## config.mk

```make
export PLATFORM = sky130hd
export DESIGN_NAME = reg_write_arbiter
export DESIGN_NICKNAME = d
export VERILOG_FILES = /design/src/rtl/reg_write_arbiter.sv
export SDC_FILE = /design/constraint.sdc
export NUM_CORES = 1
export LEC_CHECK = 0
export CORE_UTILIZATION = 34
export CTS_CLUSTER_DIAMETER = 60
export CTS_CLUSTER_SIZE = 10
export DETAILED_ROUTE_END_ITERATION = 10
export HOLD_SLACK_MARGIN = 0.02
export PLACE_DENSITY = 0.85
export SLEW_MARGIN = 40
export SYNTH_ARGS = -nofsm -noshare
export SYNTH_HDL_FRONTEND = slang
export SYNTH_SLANG_ARGS = --single-unit
```

## constraint.sdc

```tcl
create_clock -name clk -period 2.25 [get_ports clk]
set_input_delay 0.45 -clock clk [delete_from_list [all_inputs] [get_ports clk]]
set_output_delay 0.45 -clock clk [all_outputs]
set_load 0.01 [all_outputs]
```

## src/rtl/reg_write_arbiter.sv

```systemverilog
// Round-robin arbiter that lets N_REQ requesters share one N-bit register.
// Optional macro ARB_LOCK_EN: a locked winner keeps priority at each granting edge.
module reg_write_arbiter #(
  parameter int           N_REQ = 4,
  parameter int           N     = 32,
  parameter logic [N-1:0] RESET = '0,
  parameter int           CW    = 8
) (
  input  logic                     clk,
  input  logic                     rst,
  input  logic [N_REQ-1:0]         req,
  input  logic [N_REQ*N-1:0]       wdata,
  input  logic [N_REQ-1:0]         lock,
  output logic [N_REQ-1:0]         gnt,
  output logic [N-1:0]             q,
  output logic [$clog2(N_REQ)-1:0] owner,
  output logic                     owner_vld,
  output logic [CW-1:0]            wr_count
);

  localparam int PW = $clog2(N_REQ);

  logic [PW-1:0] ptr;
  logic [PW-1:0] win;
  logic [PW-1:0] win_next;
  logic [PW-1:0] ptr_adv;
  logic          found;

  // NOTE: every always_comb output gets a default first, so no path can infer a latch.
  always_comb begin
    found = 1'b0;
    win   = '0;
    gnt   = '0;
    for (int k = 0; k < N_REQ; k++) begin
      int idx;
      idx = int'(ptr) + k;
      if (idx >= N_REQ) idx = idx - N_REQ;
      if (!found && req[idx]) begin
        found = 1'b1;
        win   = PW'(idx);
      end
    end
    // Reset wins over any request: no grant, no write.
    if (rst) found = 1'b0;
    if (found) gnt[win] = 1'b1;
  end

  // Explicit wrap so non-power-of-two N_REQ never lands on an unused index.
  assign win_next = (win == PW'(N_REQ - 1)) ? '0 : win + 1'b1;

`ifdef ARB_LOCK_EN
  assign ptr_adv = lock[win] ? win : win_next;
`else
  logic unused_lock;
  assign unused_lock = ^lock;
  assign ptr_adv     = win_next;
`endif

  // NOTE: state registers use non-blocking assignments so all flops update together at the edge.
  always_ff @(posedge clk) begin
    if (rst) begin
      q         <= RESET;
      owner     <= '0;
      owner_vld <= 1'b0;
      wr_count  <= '0;
      ptr       <= '0;
    end else if (found) begin
      q         <= wdata[int'(win)*N +: N];
      owner     <= win;
      owner_vld <= 1'b1;
      ptr       <= ptr_adv;
      if (wr_count != '1) wr_count <= wr_count + 1'b1;
    end
  end

endmodule

```

Word-level counts from Yosys, hierarchy flattened
Cells that the tools add are included.
{"block": "classes", "addsub": 9, "n_lt_le_gt_ge": 10, "n_eq_ne": 2, "shift": 1, "n_mux": 29, "n_reduce_logical": 8}
{"cell": "32-bit by 4-bit < comparator with 1-bit output (second input constant)", "count": 4}
{"cell": "32-bit two-way mux", "count": 4}
{"cell": "128-bit by 8-bit variable part select with 32-bit output", "count": 1}
{"cell": "1-bit two-way mux", "count": 14}
{"cell": "3-bit by 3-bit subtractor with 4-bit output (second input constant)", "count": 3}
{"cell": "2-bit two-way mux", "count": 5}
{"cell": "3-bit >= comparator (second input constant)", "count": 3}
{"cell": "8-bit by 1-bit adder with 8-bit output (second input constant)", "count": 1}
{"cell": "1-bit binary-select mux with 2-bit select", "count": 4}
{"cell": "8-bit inequality test (second input constant)", "count": 1}
{"cell": "2-bit by 2-bit adder with 3-bit output (second input constant)", "count": 2}
{"cell": "1-bit logical AND", "count": 4}
{"cell": "4-bit two-way mux", "count": 1}
{"cell": "2-bit by 3-bit subtractor with 4-bit output (second input constant)", "count": 1}
{"cell": "2-bit by 1-bit adder with 3-bit output (second input constant)", "count": 1}
{"cell": "2-bit by 3-bit >= comparator with 1-bit output (second input constant)", "count": 1}
{"cell": "1-bit logical NOT", "count": 3}
{"cell": "2-bit by 3-bit < comparator with 1-bit output (second input constant)", "count": 1}
{"cell": "2-bit by 1-bit adder with 2-bit output (second input constant)", "count": 1}
{"cell": "1-bit demux with 2-bit select", "count": 1}
{"cell": "2-bit equality test (second input constant)", "count": 1}
{"cell": "2-bit by 1-bit >= comparator with 1-bit output (second input constant)", "count": 1}
{"cell": "2-bit AND reduction", "count": 1}
{"block": "word_totals", "regBits": 45, "input_bits": 138, "output_inout_bits": 47, "wordCells": 64}

Depth between registers and ports, before layout
Gate-level depths: netlist (run 1).
{"block": "depth", "ltp_word": 20, "ltp_mapped": 8, "mapped_depth_nobuf": 6}

Worst setup path before layout (run 1)
Ideal clock, no wire load.
{"block": "synth_path", "path_type": "input to output", "start": "input port req[2]", "end": "output port gnt[1]", "arrival_ps": 1723, "required_time_ps": 1800, "slack_ps": 77, "stages": 6, "path_buffers": 2, "path_cell_list": "nor2b_1 o21bai_4 a211oi_4 buf_6 buf_6 nor3b_1"}
{"block": "synth_via", "elab_chain_cells": 18, "elab_cells_between_ends": 33, "classes_between": "2 x order compare; 24 x mux; 7 x reduce/logical"}
{"item": "from (decl)", "line": "11", "text": "input logic [N_REQ-1:0] req,"}
{"item": "1-bit binary-select mux with 2-bit select", "line": "38", "text": "if (!found && req[idx]) begin"}
{"item": "1-bit two-way mux (not written as such) (2 in a row)", "line": "38"}
{"item": "1-bit two-way mux", "line": "38"}
{"item": "1-bit logical NOT", "line": "38"}
{"item": "1-bit logical AND", "line": "38"}
{"item": "1-bit two-way mux", "line": "38"}
{"item": "1-bit logical NOT", "line": "38"}
{"item": "1-bit logical AND", "line": "38"}
{"item": "1-bit two-way mux", "line": "38"}
{"item": "1-bit logical NOT", "line": "38"}
{"item": "1-bit logical AND", "line": "38"}
{"item": "2-bit two-way mux", "line": "38"}
{"item": "2-bit by 3-bit < comparator with 1-bit output (not written as such) or 2-bit by 1-bit >= comparator with 1-bit output (tied branches)", "line": "45", "text": "if (found) gnt[win] = 1'b1;"}
{"item": "1-bit logical AND (not written as such)", "line": "45"}
{"item": "1-bit two-way mux (not written as such)", "line": "45"}
{"item": "1-bit demux with 2-bit select", "line": "45"}
{"item": "4-bit two-way mux *", "line": "45"}
{"item": "to (decl)", "line": "14", "text": "output logic [N_REQ-1:0] gnt,"}
Every way passes the cells marked *; elsewhere a longest branch is shown, timed or not. The select of a mux whose other input is x is not followed.

Worst setup path in the final report (run 1)
{"block": "layout_path", "start": "input port req[0]", "end": "output port gnt[3]"}
Same word-level chain as after synthesis.

==> results of run 1 <==
-- power by group --
group / total, mW / switching [mW] / internal [mW]
Combinational: 1.27 / 0.522 / 0.747
Clock: 0.632 / 0.271 / 0.361
Sequential: 1.01 / 0.0787 / 0.935
Total: 2.92 / 0.872 / 2.04
-- flip-flops by register name, summed over array words and instances, names as in the netlist --
signal	cells
q	32
wr_count	8
owner	2
ptr	2
owner_vld	1
-- path summary, 6_finish.rpt --
kind,slack (ns),endpoint,startpoint,cells after the start
min reg2reg,0.47,q[3]$_SDFFE_PP0P_,q[3]$_SDFFE_PP0P_,2
min,0.47,q[3]$_SDFFE_PP0P_,q[3]$_SDFFE_PP0P_,2
max reg2reg,0.17,q[4]$_SDFFE_PP0P_,ptr[0]$_SDFFE_PP0P_,6
max,0.02,gnt[3],req[0],7
-- logic make-up (layout without fill, tap and decap cells) --
group	Yosys count	count (layout)	synth area share [%]
fa+ha+maj	2	2	1.00
flops	45	45	36.1
buf+inv	22	213	4.76
simple gates	77	77	13.5
compound gates	48	48	16.0
mux	66	66	26.5
xor+xnor	6	6	2.10
-- cells in the final DEF (no fill, tap or decap), types with 4 or more instances in the layout --
master,Yosys,final
a21oi_1,10,8
and3_1,4,4
buf_4,2,20
clkbuf_8,0,6
clkdlybuf4s50_1,0,172
dfxtp_1,45,44
mux2i_1,65,65
nand2_1,40,40
nand3_1,5,5
nor2_1,15,14
o221ai_1,32,32
xor2_1,6,6
-- through the flow --
| step | instance area, um2 | TNS, ns |
|---|---|---|
| 6_report | 4640 | 0 |
| 5_1_grt | 4640 | -0.0418 |
| 4_1_cts | 4620 | 0 |
| 3_5_place_dp | 4470 | -16.36 |
| 3_3_place_gp | 4470 | -14.34 |
| 2_1_floorplan | 2500 | 0 |
-- cells in the mapped netlist (2+ instances only) --
cell type | number | area, um2
mux2i_1 | 65 | 651
dfxtp_1 | 45 | 901
nand2_1 | 40 | 150
o221ai_1 | 32 | 280
nor2_1 | 15 | 56.3
a21oi_1 | 10 | 50.1
clkbuf_1 | 8 | 30.0
xor2_1 | 6 | 52.6
buf_2 | 5 | 25.0
nand3_1 | 5 | 25.0
and3_1 | 4 | 25.0
nand2b_1 | 4 | 25.0
buf_6 | 3 | 33.8
inv_1 | 3 | 11.3
and2_1 | 2 | 12.5
buf_4 | 2 | 15.0
ha_1 | 2 | 25.0
nand4_1 | 2 | 12.5
nor2b_1 | 2 | 12.5
-- what timing repair did --
| action | CTS | global route |
|---|---|---|
| hold buffers | 0 | 0 |
| setup buffers | 1 | 2 |
| resized for setup | 27 | 9 |
| pin swaps | 2 | 2 |
| setup endpoints to repair | 36 | 13 |
-- layout make-up --
class	instances	area share (%)
clock inverters	2	0.809
well taps	96	2.59
clock buffers	6	1.78
multi-input cells	199	32.9
flip-flops and latches	45	19.5
repair buffers	202	42.2
inverters	3	0.243
-- worst register-to-register path, cell delays in order, from the launching register on --
cell and delay (ns):
dfxtp_2 0.38, nor2b_1 0.08, o21bai_4 0.19, a211oi_4 0.31
buf_4 0.55, mux2i_1 0.32, o221ai_1 0.13
-- per-layer routing --
| layer | up-vias | routed length [um] | track usage (%) |
|---|---|---|---|
| met3 | 8 | 733 | 5.94 |
| met5 | - | 0 | 0 |
| met2 | 138 | 4460 | 40.9 |
| li1 | 1365 | - | - |
| met4 | 0 | 117 | 6.71 |
| met1 | 1257 | 3020 | 22.6 |
==> impl_metrics.ini, run 1 <==
[clocking]
cts.path.max_buffers = 2
insertion_delay_ns = 0.29
clk_pin_slew_worst_paths_ns = 0.09
numCtsBuffers = 5
cts-root-buf = clkbuf_8
cts_tree = done
cts_max_level = 2
clock_sinks = 45

[sta]
setup_ws_ns = 0.0247
worst_pin_slew_ns = 0.609
relSlewSlack_pct = 59.4
period_minus_slack_ns = 2.23
fmax_ghz = 0.449
fin_hold_ws_ns = 0.466
final-hold-violation-count = 0
finalCritPeriodShare_pct = 98.9
finalMaxSlewViolations = 0
setup_viol = 0
clock_skew_ns = 0.00423

[critical_path]
end_kind = output port
critical-path-top-delay-family = buffers and inverters
crit_path_top_delay_cell = o32a_1
path_buf_inv = 3
cp_max_fo = 5
criticalPathCategory = input port to output port
crit_arrival_ns = 1.78
cp_cell_sequence = dlygate4sd2_1, a21oi_1, o32a_1, buf_6, ha_1, and2_1, buf_2
cp.required_ns = 1.80
worst_setup_path_start_kind = input port
slowest_delay_ns = 0.37

[finish]
layout-drive-gt1-share_pct = 10.5
diodes = 0
syn_to_final_growth_pct = 85.7
seqCellArea_um2 = 902
final_nets = 596
final_util_pct = 66.8
fillerInstances = 565
multi_input_area_um2 = 1530
instances_no_fill = 553

[floorplan]
die_w_um = 87.7
die_h_um = 87.7
die_area_um2 = 7690
start_util_pct = 36.0
ios = 185
fp-row-count = 30
coreArea_um2 = 6940

[pwr]
powerDensity_nw_per_um2 = 629
peakVddDrop_v = 0.000334
power.total_mw = 2.92
p_leak_nw = 1.85

[yosys]
ys_seq_area_share_pct = 36.1
avgSynthCellArea_um2 = 9.39
synth-edff-count = 0
async_reset_ff_share_pct = 0
ys_ff_latch = 45
ys_warn_count = 0
ys_dominant_reg_cell = dfxtp_1
netlist_instances = 266
syn-num-nets = 406
synth_cell_types = 30
synth_area_um2 = 2500

[global_route]
track_usage_pct = 21.4
antenna_found_initial = 0
overflow = 0
grt_pass1_vias = 2859
grt_max_degree = 38
grt_pass1_wl_um = 12900

[run_status]
outcome = finished, final reports clean

[route]
drt-total-wl_um = 8330
post_drt_via_cell_ratio = 5.01
first_pass_iters = 4
vias = 2768
wl_per_cell_um = 15.1
drc = 0
drt_iter0_drc = 89
antenna_left = 0

[placed_design]
place_congestion = 0.969
dp.cells = 542
place_ws_ns = -0.723
hpwl_um = 6600
io_buffer_count = 180

[job]
cap_violations = 0

[hold_path]
hold_path_class = flop to flop
No activity file was read; power rests on OpenSTA's default activity.
==> run 2: changes to the inputs <==
Settings changed: PLACE_DENSITY 0.85 to 0.77.
==> impl_metrics.ini, run 2 (same netlist as run 1, synthesis figures left out) <==
[finish]
layout-drive-gt1-share_pct = 11.7
top_register = q
instances_no_fill = 558
largestRegisters = q x32, wr_count x8
layout_commonest_cell = clkdlybuf4s50_1
fillerInstances = 565
diodes = 0
largest_reg_flops = 32
mostFrequentLayoutCells = clkdlybuf4s50_1 (172), mux2i_1 (65), dfxtp_1 (44)
syn_to_final_growth_pct = 85.8
final_nets = 601

[sta]
setup_viol = 1
timing.setup.tns_ns = -0.0173
grt_setup_unrepaired = true
worst_pin_slew_ns = 0.418
final-hold-violation-count = 0
finalCritPeriodShare_pct = 101
finalMaxSlewViolations = 0
relSlewSlack_pct = 72.1
fmax_ghz = 0.441
period_minus_slack_ns = 2.27
clock_skew_ns = 0.00563
setup_ws_ns = -0.0173

[clocking]
cts_max_level = 2
cts.path.max_buffers = 2
clock_sinks = 45
cts_tree = done
cts-root-buf = clkbuf_8
cts_hold_buffers = 0
clk_pin_slew_worst_paths_ns = 0.08
numCtsBuffers = 5
insertion_delay_ns = 0.30

[floorplan]
start_util_pct = 36.0
die_h_um = 87.7
fp-row-count = 30
ios = 185
coreArea_um2 = 6940
die_area_um2 = 7690
die_w_um = 87.7

[global_route]
overflow = 0
grt_pass1_wl_um = 13000
track_usage_pct = 22.0
grt_pass1_vias = 2828
grt_max_degree = 36
antenna_found_initial = 0

[route]
drt_iter0_drc = 94
drt-total-wl_um = 8480
first_pass_iters = 4
drc = 0
antenna_left = 0
wl_per_cell_um = 15.2
post_drt_via_cell_ratio = 5.04
vias = 2814

[placed_design]
place_congestion = 0.813
place_ws_ns = -0.743
hpwl_um = 6710
io_buffer_count = 180
dp.cells = 547

[pwr]
peakVddDrop_v = 0.000264
p_leak_nw = 1.86
powerDensity_nw_per_um2 = 607

[hold_path]
hold_path_class = flop to flop
hold_start = q[29]$_SDFFE_PP0P_

[critical_path]
cp_cell_sequence = clkdlybuf4s15_2, nand2b_4, buf_4, a21oi_2, buf_4, a211oi_4, buf_4, ha_2, and2_1, buf_2
cp_max_fo = 2
path_buf_inv = 5
crit_arrival_ns = 1.82
crit_path_top_delay_cell = clkdlybuf4s15_2
worst_setup_path_start_kind = input port
r2r_slack_ns = 0.17
cp.required_ns = 1.80
criticalPathCategory = input port to output port
crit_top_cell = buf_4
critical-path-top-delay-family = buffers and inverters
crit_start = req[1]
end_kind = output port
slowest_delay_ns = 0.19
rr_startpoint = ptr[0]$_SDFFE_PP0P_

[run_status]
outcome = finished with violations
violations = setup timing

[job]
cap_violations = 0
==> run 2: changes by cell type in the layout (fill, tap and decap cells not counted), sizes merged <==
cell / previous run / this run
buf: 25 / 30
bufinv: 1 / 0
clkbuf: 8 / 7
clkdlybuf4s15: 2 / 3
clkinv: 0 / 2
clkinvlp: 1 / 0
==> run 2: per-stage QoR <==
stage	utilization (%)	cell area, um2	total power, mW	hold WS (ns)
floorplan	-	2500	1.66	0.498
global placement	64.8	4500	2.29	0.443
detailed placement	64.8	4500	2.32	0.446
CTS	66.9	4640	2.85	0.467
global route	66.8	4640	2.99	0.489
finish	66.8	4640	2.82	0.466
==> run 2: repair_timing <==
| item | 4_1_cts | 5_1_grt |
|---|---|---|
| setup buffers | 4 | 0 |
| pin swaps | 2 | 0 |
| resized for setup | 34 | 5 |
| setup endpoints to repair | 36 | 7 |
==> run 2: per-layer routing <==
layer  GRT usage, %  routed length, um  part of all wire [%]  up-vias
met5              0                  0                     0        -
met4           7.00                103                   1.2        0
met3           6.97                696                   8.2        8
met2           40.9               4430                    52      125
met1           23.5               3250                    38     1307
li1               -                  -                     -     1374
==> run 2: cell type report <==
type	count	area [um2]	share of cell area (%)
Multi-Input combinational cell	199	1530	32.9
Clock buffer	6	72.6	1.56
Tap cell	96	120	2.59
Sequential cell	45	905	19.5
Inverter	3	11.3	0.243
Timing Repair Buffer	207	1990	43.0
Clock inverter	2	10.0	0.216
==> run 2: tightest hold or removal path: cells and delay by family, from the launching register on <==
| family | cells | cell delay (ns) |
|---|---|---|
| compound gates | 1 | 0.05 |
| flops | 1 | 0.33 |
| simple gates | 1 | 0.05 |
==> run 2: final timing paths <==
kind                                           end  depth (start not counted)
worst min register to register  q[29]$_SDFFE_PP0P_                          2
worst max-delay path                        gnt[3]                         10
worst min-delay path            q[29]$_SDFFE_PP0P_                          2
worst max register to register  q[14]$_SDFFE_PP0P_                          9
==> run 2: power by group <==
group / switching (mW) / leakage (nW) / internal (mW)
clock network: 0.274 / 0.0450 / 0.216
registers: 0.0788 / 0.373 / 0.936
logic: 0.542 / 1.44 / 0.772
total: 0.894 / 1.86 / 1.92
==> run 3: changes to the inputs <==
Settings changed: CORE_MARGIN from default to 5.
==> impl_metrics.ini, run 3 (same netlist as run 1, synthesis figures left out) <==
[sta]
timing.setup.tns_ns = 0
fin_hold_ws_ns = 0.465
period_minus_slack_ns = 2.20
worst_pin_slew_ns = 0.552
grt_setup_unrepaired = false
final-hold-violation-count = 0
finalCritPeriodShare_pct = 97.8
setup_viol = 0
relSlewSlack_pct = 63.2
setup_ws_ns = 0.0490
finalMaxSlewViolations = 0
clock_skew_ns = 0.00651
fmax_ghz = 0.454

[finish]
largestRegisters = q x32, wr_count x8
mostFrequentLayoutCells = clkdlybuf4s50_1 (172), mux2i_1 (65), dfxtp_1 (43)
instances_no_fill = 558
fillerInstances = 619
layout-drive-gt1-share_pct = 10.7
top_register = q
syn_to_final_growth_pct = 84.5
final_util_pct = 63.9
stdcell_area_um2 = 4610
largest_reg_flops = 32
layout_commonest_cell = clkdlybuf4s50_1
diodes = 0
final_nets = 598

[clocking]
cts_tree = done
cts-root-buf = clkbuf_8
cts_max_level = 2
clock_sinks = 45
insertion_delay_ns = 0.30
clk_pin_slew_worst_paths_ns = 0.08
numCtsBuffers = 5
cts.path.max_buffers = 2

[route]
first_pass_iters = 4
drt-total-wl_um = 9160
vias = 2817
post_drt_via_cell_ratio = 5.05
wl_per_cell_um = 16.4
antenna_left = 0
drc = 0
drt_iter0_drc = 88

[pwr]
p_leak_nw = 1.85
powerDensity_nw_per_um2 = 607
peakVddDrop_v = 0.000325
power.total_mw = 2.80

[placed_design]
dp.cells = 548
hpwl_um = 7170
place_congestion = 0.797
io_buffer_count = 180
placed_cell_area_um2 = 4500
place_ws_ns = -0.731

[critical_path]
cp.required_ns = 1.80
criticalPathCategory = input port to output port
r2r_end = q[12]$_SDFFE_PP0P_
slowest_delay_ns = 0.33
cp_cell_sequence = clkdlybuf4s15_1, nand2b_4, a21oi_1, o32a_1, buf_6, ha_1, and2_1, buf_2
cp_max_fo = 5
reg2reg_depth = 6
crit_path_top_delay_cell = o32a_1
end_kind = output port
r2r_slack_ns = 0.30
rr_startpoint = ptr[0]$_SDFFE_PP0P_
crit_arrival_ns = 1.75
worst_setup_path_start_kind = input port

[run_status]
outcome = finished, final reports clean

[hold_path]
min_path_cells = 2
min_to = q[5]$_SDFFE_PP0P_
hold_path_class = flop to flop
hold_start = q[5]$_SDFFE_PP0P_

[floorplan]
die_area_um2 = 9160
start_util_pct = 34.6
fp-row-count = 31
ios = 185
die_w_um = 95.7
coreArea_um2 = 7210
die_h_um = 95.7

[global_route]
grt_pass1_vias = 2907
grtUsageMet1_pct = 20.0
grt_max_degree = 35
track_usage_pct = 18.9
overflow = 0
met2_usage_pct = 35.3
grt_pass1_wl_um = 13700
grtUsageMet3_pct = 7.11
grt.busiest_layer = met2
antenna_found_initial = 0

[job]
cap_violations = 0
run 3: cell types whose count changed in the layout (fill, tap and decap cells not counted), sizes merged:
cell,previous run,this run
buf,30,28
clkdlybuf4s15,3,2
run 3: worst max path at each step:
stage	startpoint	end	slack, ns
global route	req[1]	gnt[3]	0.003
floorplan	req[2]	gnt[1]	0.08
CTS	req[1]	gnt[1]	0.002
finish	req[1]	gnt[3]	0.05
global placement	req[2]	gnt[0]	-0.72
detailed placement	req[2]	gnt[0]	-0.73
run 3: what timing repair did:
action                                  CTS  global route
gates cloned                              0             0
endpoints found under the setup margin   36             4
pin swaps                                 2             2
resized for setup                        26             9
hold buffers                              0             0
buffers inserted                          2             0
run 3: area by class of cell:
type	count	area, um2	share of cell area, %
clock buffers	6	72.6	1.58
clock inverters	2	10.0	0.217
inverters	3	11.3	0.244
multi-input cells	199	1510	32.8
flip-flops and latches	45	903	19.6
well taps	99	124	2.69
repair buffers	204	1970	42.8
run 3: report_power, final:
group	total (mW)	switching [mW]	internal (mW)
Clock	0.495	0.279	0.216
Combinational	1.28	0.531	0.752
Sequential	1.02	0.0801	0.936
run 3: critical path: cells and delay by family:
kind            cells  cell delay (ns)
buf+inv             3             0.48
compound gates      2             0.37
simple gates        2             0.28
fa+ha+maj           1             0.17
run 3: metal layers:
layer	up-vias	share of wire (%)
li1	1372	-
met4	0	1.2
met1	1310	37
met3	10	11
met2	125	52
met5	-	0
